**src/rtl/uart_pkg.sv**
```systemverilog
// Shared definitions for the UART transmit arbiter slice: byte width, arbiter
// states and a constant-friendly clog2.
package uart_pkg;

  localparam int unsigned UART_DATA_W = 8;

  typedef enum logic [1:0] {
    IDLE      = 2'd0,
    WAIT_BUSY = 2'd1,
    WAIT_DONE = 2'd2,
    WAIT_IDLE = 2'd3
  } arb_state_t;

  function automatic int unsigned clog2(input int unsigned v);
    int unsigned r;
    r = 0;
    for (int unsigned i = 0; i < 32; i++) begin
      if ((64'd1 << i) < 64'(v)) r = i + 1;
    end
    return r;
  endfunction

endpackage

```
**src/rtl/uart_rr_picker.sv**
```systemverilog
// Combinational round-robin selector: first set request bit strictly after ptr,
// scanning upward with wrap.
module uart_rr_picker
  import uart_pkg::*;
#(
  parameter int unsigned NUM_REQ = 4,
  parameter int unsigned ID_W    = clog2(NUM_REQ)
) (
  input  logic [NUM_REQ-1:0] req,
  input  logic [ID_W-1:0]    ptr,
  output logic               any,
  output logic [ID_W-1:0]    idx
);

  logic [ID_W-1:0] cand;

  always_comb begin
    any  = 1'b0;
    idx  = '0;
    cand = '0;
    for (int unsigned i = 1; i <= NUM_REQ; i++) begin
      cand = ID_W'((32'(ptr) + i) % NUM_REQ);
      if (!any && req[cand]) begin
        any = 1'b1;
        idx = cand;
      end
    end
  end

endmodule

```
**src/rtl/uart_tx_arbiter.sv**
```systemverilog
// Round-robin arbiter sharing one UART byte transmitter between NUM_REQ
// requesters; sequences start/busy/done and returns per-requester completion.
module uart_tx_arbiter
  import uart_pkg::*;
#(
  parameter int unsigned NUM_REQ     = 4,
  parameter int unsigned DATA_W      = UART_DATA_W,
  parameter int unsigned ACK_TIMEOUT = 16
) (
  input  logic                         clk,
  input  logic                         rst_n,
  input  logic [NUM_REQ-1:0]           req_valid,
  input  logic [NUM_REQ*DATA_W-1:0]    req_data,
  output logic [NUM_REQ-1:0]           req_ready,
  output logic [NUM_REQ-1:0]           req_done,
  output logic [DATA_W-1:0]            tx_data,
  output logic                         tx_start,
  input  logic                         tx_busy,
  input  logic                         tx_done,
  output logic [$clog2(NUM_REQ)-1:0]   grant_id,
  output logic                         active,
  output logic                         timeout_err
);

  localparam int unsigned ID_W  = clog2(NUM_REQ);
  localparam int unsigned CNT_W = (clog2(ACK_TIMEOUT) > 0) ? clog2(ACK_TIMEOUT) : 1;
  localparam logic [CNT_W-1:0] CNT_LAST = CNT_W'(ACK_TIMEOUT - 1);

  arb_state_t       state;
  logic [ID_W-1:0]  ptr;
  logic [CNT_W-1:0] cnt;
  logic             pick_any;
  logic [ID_W-1:0]  pick_idx;

  uart_rr_picker #(
    .NUM_REQ (NUM_REQ),
    .ID_W    (ID_W)
  ) u_picker (
    .req (req_valid),
    .ptr (ptr),
    .any (pick_any),
    .idx (pick_idx)
  );

  // active tracks the state being entered, so it is updated on every transition.
  always_ff @(posedge clk or negedge rst_n) begin
    if (!rst_n) begin
      state       <= IDLE;
      ptr         <= ID_W'(NUM_REQ - 1);
      cnt         <= '0;
      req_ready   <= '0;
      req_done    <= '0;
      tx_data     <= '0;
      tx_start    <= 1'b0;
      grant_id    <= '0;
      active      <= 1'b0;
      timeout_err <= 1'b0;
    end else begin
      req_ready <= '0;
      req_done  <= '0;
      case (state)
        IDLE: begin
          if (pick_any) begin
            tx_data   <= req_data[32'(pick_idx) * DATA_W +: DATA_W];
            grant_id  <= pick_idx;
            ptr       <= pick_idx;
            req_ready <= NUM_REQ'(1) << pick_idx;
            tx_start  <= 1'b1;
            cnt       <= '0;
            state     <= WAIT_BUSY;
            active    <= 1'b1;
          end
        end
        WAIT_BUSY: begin
          if (tx_busy) begin
            tx_start <= 1'b0;
            state    <= WAIT_DONE;
          end else if (cnt == CNT_LAST) begin
            tx_start    <= 1'b0;
            timeout_err <= 1'b1;
            state       <= IDLE;
            active      <= 1'b0;
          end else begin
            cnt <= cnt + 1'b1;
          end
        end
        // busy falls before the parity bit, so only done marks frame completion
        WAIT_DONE: begin
          if (tx_done) begin
            req_done <= NUM_REQ'(1) << grant_id;
            state    <= WAIT_IDLE;
          end
        end
        WAIT_IDLE: begin
          if (!tx_done) begin
            state  <= IDLE;
            active <= 1'b0;
          end
        end
        default: begin
          state  <= IDLE;
          active <= 1'b0;
        end
      endcase
    end
  end

endmodule

```
**config.mk**
```make
export PLATFORM = sky130hd
export DESIGN_NAME = uart_tx_arbiter
export DESIGN_NICKNAME = d
export VERILOG_FILES = /design/src/rtl/uart_pkg.sv /design/src/rtl/uart_rr_picker.sv /design/src/rtl/uart_tx_arbiter.sv
export SDC_FILE = /design/constraint.sdc
export NUM_CORES = 1
export LEC_CHECK = 0
export CAP_MARGIN = 10
export CORE_ASPECT_RATIO = 0.8
export CORE_MARGIN = 4
export CORE_UTILIZATION = 45
export DETAILED_ROUTE_END_ITERATION = 8
export PLACE_DENSITY_LB_ADDON = 0.3
export SLEW_MARGIN = 15
export SYNTH_ARGS = -nofsm -noshare
export SYNTH_HDL_FRONTEND = slang
export SYNTH_SLANG_ARGS = --single-unit
```
**constraint.sdc**
```tcl
create_clock -name clk -period 4.6 [get_ports clk]
set_input_delay 0.46 -clock clk [delete_from_list [all_inputs] [get_ports clk]]
set_output_delay 0.46 -clock clk [all_outputs]
set_load 0.005 [all_outputs]
```
Word-level counts from Yosys, hierarchy flattened

Cells that the tools add are included.

Output and inout port bits: 21
Word-level logic and storage cells: 86
Bits of input ports: 40
Bits in registers: 29

Shift-type cells: 3
Equality and inequality tests: 11
Order comparisons: 4
Bitwise logic cells: 1
Add/subtract/negate cells: 5
Muxes and demuxes: 37
Reduce and logical (&&, ||, !) cells: 15

Operators with widths:

| operator                                            | number |
|---|---|
| variable part select 32 x 6 -> 8 bit                | 1 |
| two-way mux 4 bit                                   | 7 |
| two-way mux 2 bit                                   | 9 |
| two-way mux 1 bit                                   | 13 |
| < comparator 2 x 3 -> 1 bit (second input constant) | 4 |
| inequality test 2 bit (second input constant)       | 6 |
| binary-select mux 1 bit (select 2 bit)              | 4 |
| case mux 2 bit (4 select lines)                     | 1 |
| case mux 4 bit (2 select lines)                     | 1 |
| AND reduction 4 bit                                 | 2 |
| << shifter 1 x 2 -> 4 bit (first input constant)    | 2 |
| AND reduction 3 bit                                 | 2 |
| AND reduction 5 bit                                 | 1 |
| adder 2 x 1 -> 2 bit (second input constant)        | 2 |
| adder 2 bit (second input constant)                 | 2 |
| adder 4 x 1 -> 4 bit (second input constant)        | 1 |
| == test 2 bit (second input constant)               | 2 |
| == test 4 bit (second input constant)               | 1 |
| logical AND 1 bit                                   | 3 |
| zero test 1 bit                                     | 3 |
| inequality test 3 bit (second input constant)       | 1 |
| case mux 1 bit (3 select lines)                     | 1 |
| nonzero test 3 bit                                  | 1 |
| == test 2 x 1 -> 1 bit (second input constant)      | 1 |
| other kinds (5)                                     | 5 |

Longest topological paths before layout

Depth after elaboration: 16
Gate-level depth with buffers: 6
Gate-level depth less buffers: 6

Hierarchy

From an unflattened synthesis, not the netlist that was laid out.

Cells, all modules: 135
Area total of the unflattened synthesis: 1,485.2 um^2

Modules (own cells, without submodules):

| module          | seq. area each (um^2) | times used | area an instance (um^2) | cells each |
|---|---|---|---|---|
| uart_tx_arbiter | 728.2                 | 1          | 1,393.8                 | 121 |
| uart_rr_picker  | 0.0                   | 1          | 91.3                    | 14 |

Worst setup path before layout

OpenSTA, ideal clock, no wires.

Path kind: reg2reg
Start: register ptr[0]
End: register tx_data[5]
Arrival: 1.497 ns
Period minus slack after synthesis: 1.634 ns
Path buffers: 1
Library setup time: 0.138 ns
Data required time: 4.462 ns
Cell stages (with the launch flop): 7
Setup slack: 2.966 ns
Cells stage by stage: dfstp_2 -> nand2b_1 -> o21ai_2 -> a211oi_4 -> buf_8 -> mux2i_1 -> o221ai_1

Longest elaborated chain between the ends: 14
Elaborated cells between the ends (all ways): 28
Those cells by class: 4 x add/sub; 1 x shift; 16 x mux; 7 x reduce/logical

RTL lines:

| item                                                                        | RTL line              | source |
|---|---|---|
| start, declared                                                             | uart_tx_arbiter.sv:30 | `logic [ID_W-1:0] ptr;` |
| start signal, assigned                                                      | uart_tx_arbiter.sv:49 | `ptr <= ID_W'(NUM_REQ - 1);` |
| start signal, assigned                                                      | uart_tx_arbiter.sv:66 | `ptr <= pick_idx;` |
| adder 2 x 1 -> 2 bit                                                        | uart_rr_picker.sv:22  | `cand = ID_W'((32'(ptr) + i) % NUM_REQ);` |
| binary-select mux 1 bit (select 2 bit)                                      | uart_rr_picker.sv:23  | `if (!any && req[cand]) begin` |
| two-way mux 1 bit (not written as such)                                     | uart_rr_picker.sv:23  |  |
| two-way mux 1 bit                                                           | uart_rr_picker.sv:23  |  |
| zero test 1 bit                                                             | uart_rr_picker.sv:23  |  |
| logical AND 1 bit                                                           | uart_rr_picker.sv:23  |  |
| two-way mux 1 bit                                                           | uart_rr_picker.sv:23  |  |
| zero test 1 bit                                                             | uart_rr_picker.sv:23  |  |
| logical AND 1 bit                                                           | uart_rr_picker.sv:23  |  |
| two-way mux 1 bit                                                           | uart_rr_picker.sv:23  |  |
| zero test 1 bit                                                             | uart_rr_picker.sv:23  |  |
| logical AND 1 bit                                                           | uart_rr_picker.sv:23  |  |
| two-way mux 2 bit or two-way mux 1 bit (tied branches)                      | uart_rr_picker.sv:23  |  |
| variable part select 32 x 6 -> 8 bit or AND reduction 2 bit (tied branches) | n/a                   |  |
| end signal, assigned                                                        | uart_tx_arbiter.sv:64 | `tx_data <= req_data[32'(pick_idx) * DATA_W +: DATA_W];` |
| end, declared                                                               | uart_tx_arbiter.sv:16 | `output logic [DATA_W-1:0] tx_data,` |

Several ways; a longest one is shown, not always the timed one. The select of a mux whose other input is x is not followed.
A chain may end at the register's enable or synchronous reset.

Worst setup path in the final report

Start: input port req_valid[3]
End: register tx_data[2]

Longest elaborated chain between the ends: 13
Elaborated cells between the ends (all ways): 24
Those cells by class: 1 x shift; 16 x mux; 7 x reduce/logical

RTL lines:

| item                                                                        | RTL line              | source |
|---|---|---|
| start, declared                                                             | uart_tx_arbiter.sv:12 | `input logic [NUM_REQ-1:0] req_valid,` |
| binary-select mux 1 bit (select 2 bit)                                      | uart_rr_picker.sv:23  |  |
| two-way mux 1 bit (not written as such)                                     | uart_rr_picker.sv:23  |  |
| two-way mux 1 bit                                                           | uart_rr_picker.sv:23  |  |
| zero test 1 bit                                                             | uart_rr_picker.sv:23  |  |
| logical AND 1 bit                                                           | uart_rr_picker.sv:23  |  |
| two-way mux 1 bit                                                           | uart_rr_picker.sv:23  |  |
| zero test 1 bit                                                             | uart_rr_picker.sv:23  |  |
| logical AND 1 bit                                                           | uart_rr_picker.sv:23  |  |
| two-way mux 1 bit                                                           | uart_rr_picker.sv:23  |  |
| zero test 1 bit                                                             | uart_rr_picker.sv:23  |  |
| logical AND 1 bit                                                           | uart_rr_picker.sv:23  |  |
| two-way mux 2 bit or two-way mux 1 bit (tied branches)                      | uart_rr_picker.sv:23  |  |
| variable part select 32 x 6 -> 8 bit or AND reduction 2 bit (tied branches) | n/a                   |  |

Several ways; a longest one is shown, not always the timed one. The select of a mux whose other input is x is not followed.

==> impl_metrics.tcl <==
set metrics [dict create \
    synth_top_flop_cell "dfrtp_1" \
    place_congestion 0.773 \
    drv_cap 0 \
    hp-start "timeout_err" \
    track_usage 0.194 \
    syn_inst 133 \
    vias 1245 \
    cts.repair.resized 0 \
    cp_top_family "buffers and inverters" \
    core_mm2 0.00309 \
    grt_pass1_vias 1277 \
    synth_top_area_cell "dfrtp_1" \
    htree_num_levels 2 \
    synth_cell_type_count 33 \
    rsz0062_at_grt "false" \
    r2r_cells 6 \
    fin_ws_ns 2.36 \
    cts_buffers 5 \
    drive_gt1_frac 0.0816 \
    cts_root_buffer "clkbuf_8" \
    crit_fanout 14 \
    fp-row-count 18 \
    post_drt_wl_per_cell_um 15.9 \
    critPathKind "in2reg" \
    r2r_slack_ns 2.50 \
    tightest_slew_ns 0.526 \
    synth_seq_area_share 0.507 \
    clk_latency_ns 0.28 \
    cts_tree "built" \
    synth_nets 174 \
    final_antenna_net_count 0 \
    ir_worst_vdd_uv 270 \
    place.port_buffers 60 \
    timing.rr.start "ptr[0]" \
    clk_path_buf_depth 2 \
    cp_slowest_stage_delay_ns 0.51 \
    hold_depth 1 \
    run_status "finished clean" \
    p_total_mw 1.16 \
    syn-cell-area_mm2 0.00144 \
    pre_cts_ws_ns 1.78 \
    die_y_um 58.6 \
    antenna_cells 0 \
    fin_crit_ns 2.24 \
    ys_async_sr_fraction 1.00 \
    routed_wl_um 3760 \
    die_w_um 71.2 \
    postLayoutCoreUtil 0.693 \
    n_fill_cell 222 \
    worstSetupStartpointType "input pin" \
    synth_edf_count 0 \
    dp_hpwl_um 2850 \
    drt_iter0_drc 84 \
    fin_crit_sh 0.486 \
    hold_buffers 0 \
    die_area_mm2 0.00417 \
    synth_most_common_cell "dfrtp_1" \
    ys_top_cells_by_area "dfrtp_1 (47%), mux2i_1 (12%), o221ai_1 (4.9%), nand2_1 (4.7%), nor2_1 (3.9%)" \
    grt_pass1_wl_um 6100 \
    synth_area_per_cell_um2 10.8 \
    routed_via_density 5.28 \
    drt_drc_violations_left 0 \
    nets 236 \
    crit_chain "clkdlybuf4s50_1 > nand2b_1 > o21ai_2 > a211oi_4 > buf_6 > mux2i_1 > o221ai_1" \
    ys_warn_count 0 \
    worstHoldEndpoint "timeout_err" \
    p_per_area_mw_per_mm2 543 \
    setup_viol 0 \
    clk_pin_slew_ns 0.06 \
    critPathBufInv 2 \
    finalHoldViolCount 0 \
    cp_slowest_cell "a211oi_4" \
    synth_common_cells "dfrtp_1 (27), nand2_1 (18), mux2i_1 (17), nor2_1 (15), o221ai_1 (8)" \
    grt_overflow 0 \
    syn_to_final_growth_pct 48.8 \
    arrival_ns 2.37 \
    endpoint_kind "flip-flop" \
    start_util 0.466 \
    drt_pass1_iterations 4 \
    whs_ns 0.491 \
    cp.required_ns 4.73 \
    antenna_found_initial 0 \
    setup_tns_ns 0 \
    slew_headroom 0.648 \
    max_freq_mhz 447 \
    finClkSkew_ns 0.00480 \
    synth_top_area_frac 0.470 \
    ios 61 \
    drv_slew 0 \
    r2r_end "tx_data[2]" \
    grt_max_degree 30 \
    ys_ff_latch 29 \
    p_leak_nw 0.965 \
    clock_sinks 29 \
    cts_setup_buffers 0 \
    min_path_type "reg2reg" \
]
layout make-up:
type / count / area [µm²] / share of cell area
clock buffers: 7 / 96.3 / 0.0450
flip-flops and latches: 29 / 728 / 0.340
inverters: 3 / 11.3 / 0.00526
multi-input cells: 94 / 629 / 0.294
well taps: 40 / 50.0 / 0.0234
clock inverters: 1 / 5.00 / 0.00234
repair buffers: 62 / 619 / 0.289
registers in the layout, summed over array words and instances, names as in the netlist, named ones only:
signal,cells
tx_data,8
req_ready,4
tx_start,1
active,1
timeout_err,1
ptr,2
grant_id,2
state,1
req_done,4
cnt,4
where the power goes:
part	leakage (nW)	internal [mW]	switching, mW
Clock	0.0542	0.135	0.0979
Combinational	0.544	0.269	0.223
Sequential	0.367	0.353	0.0840
through the flow:
stage / cells / area, µm²
2_1_floorplan: 133 / 1440
3_3_place_gp: 227 / 2030
3_5_place_dp: 227 / 2030
4_1_cts: 235 / 2130
5_1_grt: 236 / 2140
6_report: 236 / 2140
cell families (layout without fill, tap and decap cells):
| kind of cell | Yosys count | count (layout) | synth area share |
|---|---|---|---|
| compound gates | 23 | 23 | 0.136 |
| xor+xnor | 2 | 2 | 0.0122 |
| fa+ha+maj | 1 | 1 | 0.00870 |
| buf+inv | 10 | 73 | 0.0557 |
| flops | 29 | 29 | 0.507 |
| mux | 17 | 17 | 0.118 |
| simple gates | 51 | 51 | 0.163 |
layer usage:
metal | track usage | share of wire | vias up
met5 | 0 | 0 | -
met4 | 0.0804 | 0.014 | 0
met3 | 0.0410 | 0.040 | 6
met2 | 0.355 | 0.55 | 31
met1 | 0.221 | 0.39 | 613
li1 | - | - | 595
worst max-delay path by stage:
| stage | cells past startpoint | end | slack (ns) | start |
|---|---|---|---|---|
| 3_3_place_gp | 6 | tx_data[2] | 1.92 | req_valid[2] |
| 5_1_grt | 7 | tx_data[7] | 2.24 | req_valid[2] |
| 3_5_place_dp | 6 | tx_data[2] | 1.78 | req_valid[1] |
| 6_report | 7 | tx_data[2] | 2.36 | req_valid[3] |
| 4_1_cts | 6 | tx_data[3] | 2.08 | req_valid[1] |
| 2_1_floorplan | 6 | tx_data[5] | 2.97 | ptr[0] |
cell usage in the layout (no fill, tap or decap):
master	n
nor2b_1	1
xor2_1	2
o22a_1	1
a21oi_1	5
buf_4	1
nand4_1	1
nand2_1	18
buf_6	1
o21ai_1	1
o21bai_1	1
ha_1	1
mux2i_1	17
nor3_1	2
and3_1	2
a31oi_1	1
inv_1	3
dfstp_2	2
or3_1	1
clkdlybuf4s50_1	60
nor2_1	15
o221ai_1	8
a211o_1	1
clkbuf_8	7
a211oi_4	2
clkinv_2	1
o22ai_1	1
nand3_1	3
nor4_1	1
dfrtp_1	27
o21ai_2	1
a21oi_2	1
nor4b_1	1
nand2b_1	5
or2b_1	1
(Power assumes the default switching activity.)
==> patch, RTL diff (same flow settings) <==
Put one more register stage on the output `timeout_err`. The value now appears one clock later. The other outputs are not delayed to match.
--- a/src/rtl/uart_tx_arbiter.sv
+++ b/src/rtl/uart_tx_arbiter.sv
@@ -25,6 +25,8 @@
   localparam int unsigned ID_W  = clog2(NUM_REQ);
   localparam int unsigned CNT_W = (clog2(ACK_TIMEOUT) > 0) ? clog2(ACK_TIMEOUT) : 1;
   localparam logic [CNT_W-1:0] CNT_LAST = CNT_W'(ACK_TIMEOUT - 1);
+
+  logic timeout_err_s0;
 
   arb_state_t       state;
   logic [ID_W-1:0]  ptr;
@@ -54,7 +56,7 @@
       tx_start    <= 1'b0;
       grant_id    <= '0;
       active      <= 1'b0;
-      timeout_err <= 1'b0;
+      timeout_err_s0 <= 1'b0;
     end else begin
       req_ready <= '0;
       req_done  <= '0;
@@ -77,7 +79,7 @@
             state    <= WAIT_DONE;
           end else if (cnt == CNT_LAST) begin
             tx_start    <= 1'b0;
-            timeout_err <= 1'b1;
+            timeout_err_s0 <= 1'b1;
             state       <= IDLE;
             active      <= 1'b0;
           end else begin
@@ -105,5 +107,9 @@
     end
   end
 
+  always_ff @(posedge clk) begin
+    timeout_err <= timeout_err_s0;
+  end
+
 endmodule
 
Behaviour: same outputs for any inputs over 10 cycles, from zero or initial values and one cycle with rst_n low; that may be too few to reach the edited logic, so the function may still have changed.
==> patch against the unedited design <==
- synthesized area up 7.7%
- routed wire length is 8.6% higher
- largest power group unchanged
- setup slack worse by 0.22 ns
- design area up 5.3%
- non-clock buffer count decreased by 1
- clock power fell by 4%
- count of clock-buffer cells in the layout down 1
- total power rose by 1.9%
- sequential cell count grew 1
- first-iteration DRC count grew 1.2%
- critical endpoint is now tx_data[5]
- sequential share of layout area decreased by 0.83 points
- fmax shrank 9.0%
==> patch: results (changes against the unedited design) <==
final estimated routing congestion in global placement -> 0.877 (was 0.773)
Async SR Flop Fraction -> 0.967 (was 1.00)
Critical Path AT -> 2.59 ns (was 2.37 ns)
number of search-and-repair iterations in the first detailed-routing pass -> 4 (unchanged)
Total GRT Usage -> 0.198 (was 0.194)
number of port buffers -> 60 (unchanged)
most area-consuming cells after synthesis -> dfrtp_1, a211oi_2, mux2i_1 (was dfrtp_1, mux2i_1, o221ai_1)
root buffer selected by CTS -> clkbuf_8 (unchanged)
final HPWL from detailed placement -> 3080 µm (was 2850 µm)
number of violations reported at the end of detailed-routing iteration 0 -> 85 (was 84)
IR drop worst, VDD -> 0.272 mV (was 0.270 mV)
critical path's slowest cell -> nor3_2 (was a211oi_4)
classification of the worst-slack hold path -> reg2reg (unchanged)
insertion delay to the later sink of the worst-skew pair -> 0.28 ns (about the same)
total met3 wirelength after detailed routing -> 216 µm (was 150 µm)
largest delay contributor family on the critical path -> simple AND/OR/NAND/NOR gates (was buffers and inverters)
metal1 wirelength -> 1840 µm (was 1480 µm)
status -> completed (unchanged)
instance count of the mapped netlist -> 156 (was 133)
initial antenna violation count -> 0 (unchanged)
Yosys cell types -> 33 (unchanged)
average wire per standard cell -> 15.7 µm (was 15.9 µm)
maximum number of pins on one net before global-route repair -> 30 (unchanged)
instance count after placement with tap cells included -> 252 (was 227)
most common library cells after synthesis -> dfrtp_1, nor2_1, nand2_1, inv_1, a31oi_1 (was dfrtp_1, nand2_1, mux2i_1, nor2_1, o221ai_1)
Resized cells post-CTS -> 0 (unchanged)
Top Metal Used -> met4 (unchanged)
largest incremental delay on the critical path -> 0.73 ns (was 0.51 ns)
Yosys warnings -> 0 (unchanged)
register name with the most flops -> tx_data (unchanged)
pre-CTS WS -> 1.90 ns (was 1.78 ns)
Static Leakage -> 0.977 nW (was 0.965 nW)
detailed-routed wire length on met2 -> 1990 µm (was 2090 µm)
total number of vias -> 1431 (was 1245)
post-CTS setup buffer count -> 0 (unchanged)
maximum net fanout on the critical path -> 15 (was 14)
Switching Share -> 0.373 (was 0.349)
number of H-tree branching levels -> 2 (unchanged)
max reg flops -> 8 (unchanged)
Post-DRT Antenna Nets -> 0 (unchanged)
number of global-route vias before repair -> 1406 (was 1277)
proportion of synthesized chip area in sequential cells -> 0.483 (was 0.507)
share of final-layout standard cells stronger than drive strength 1 -> 0.109 (was 0.0816)
clock-pin slew on the worst setup and hold paths -> 0.07 ns
first-pass GRT wire length -> 6730 µm (was 6100 µm)
post-synth net total -> 197 (was 174)
worst-case clock skew -> 0.00431 ns (was 0.00480 ns)
number of antenna cells inserted -> 0 (unchanged)
clock buffers created by TritonCTS -> 5 (unchanged)
via/cell ratio -> 5.50 (was 5.28)
remaining max-slew budget at the tightest pin -> 0.364 (was 0.648)
number of buffers on the longest clock path -> 2 (unchanged)
patch: cells by family (layout without fill, tap and decap cells):
kind of cell | Yosys count | count (layout) | share of synthesized area
AO/OA/AOI/OAI | 46 | 46 | 0.224
multiplexers | 8 | 8 | 0.0517
flip-flops | 30 | 30 | 0.483
buffers and inverters | 16 | 80 | 0.0614
adder cells (fa/ha/maj) | 1 | 1 | 0.00808
AND/OR/NAND/NOR | 55 | 55 | 0.172
patch: cell type report:
cell class	instances	area, µm²
multi-input cells	110	711
fillers	238	945
clock inverters	2	12.5
flip-flops and latches	30	748
well taps	40	50.0
inverters	11	41.3
clock buffers	6	82.6
repair buffers	61	608
patch: worst register-to-register path: cells and delay by family (launching register included):
| family | cells | cell delay [ns] |
|---|---|---|
| AND/OR/NAND/NOR | 2 | 1.18 |
| flip-flops | 1 | 0.47 |
| AO/OA/AOI/OAI | 2 | 0.36 |
patch: final timing paths:
check                               start  slack, ns           to  depth (start not counted)
setup / recovery             req_valid[1]       2.14   tx_data[5]                          6
setup reg to reg                     flop       2.45   tx_data[5]                          4
min in group asynchronous           rst_n       0.56       cnt[0]                          2
hold / removal             timeout_err_s0       0.37  timeout_err                          0
max in group asynchronous           rst_n       3.73       ptr[1]                          2
hold reg to reg            timeout_err_s0       0.37  timeout_err                          0
patch: per-stage QoR:
| step | instance area [µm²] | hold WS, ns | power (mW) |
|---|---|---|---|
| floorplan | 1550 | 0.164 | 0.752 |
| global placement | 2160 | 0.354 | 0.941 |
| detailed placement | 2160 | 0.357 | 0.962 |
| CTS | 2250 | 0.372 | 1.19 |
| global route | 2250 | 0.387 | 1.27 |
| finish | 2250 | 0.371 | 1.18 |
patch: per-layer routing:
layer  track usage  up-vias
met5             0        -
met4        0.0543        0
met3        0.0530        5
met2         0.307       43
met1         0.277      698
li1              -      685
patch: power groups by stage:
| stage | combinational [mW] | clock [mW] | sequential (mW) |
|---|---|---|---|
| after global routing | 0.572 | 0.239 | 0.461 |
| after floorplan | 0.323 | 0 | 0.429 |
| after CTS | 0.518 | 0.226 | 0.447 |
| after global placement | 0.496 | 0 | 0.445 |
| after detailed placement | 0.512 | 0 | 0.450 |
| final | 0.514 | 0.223 | 0.447 |
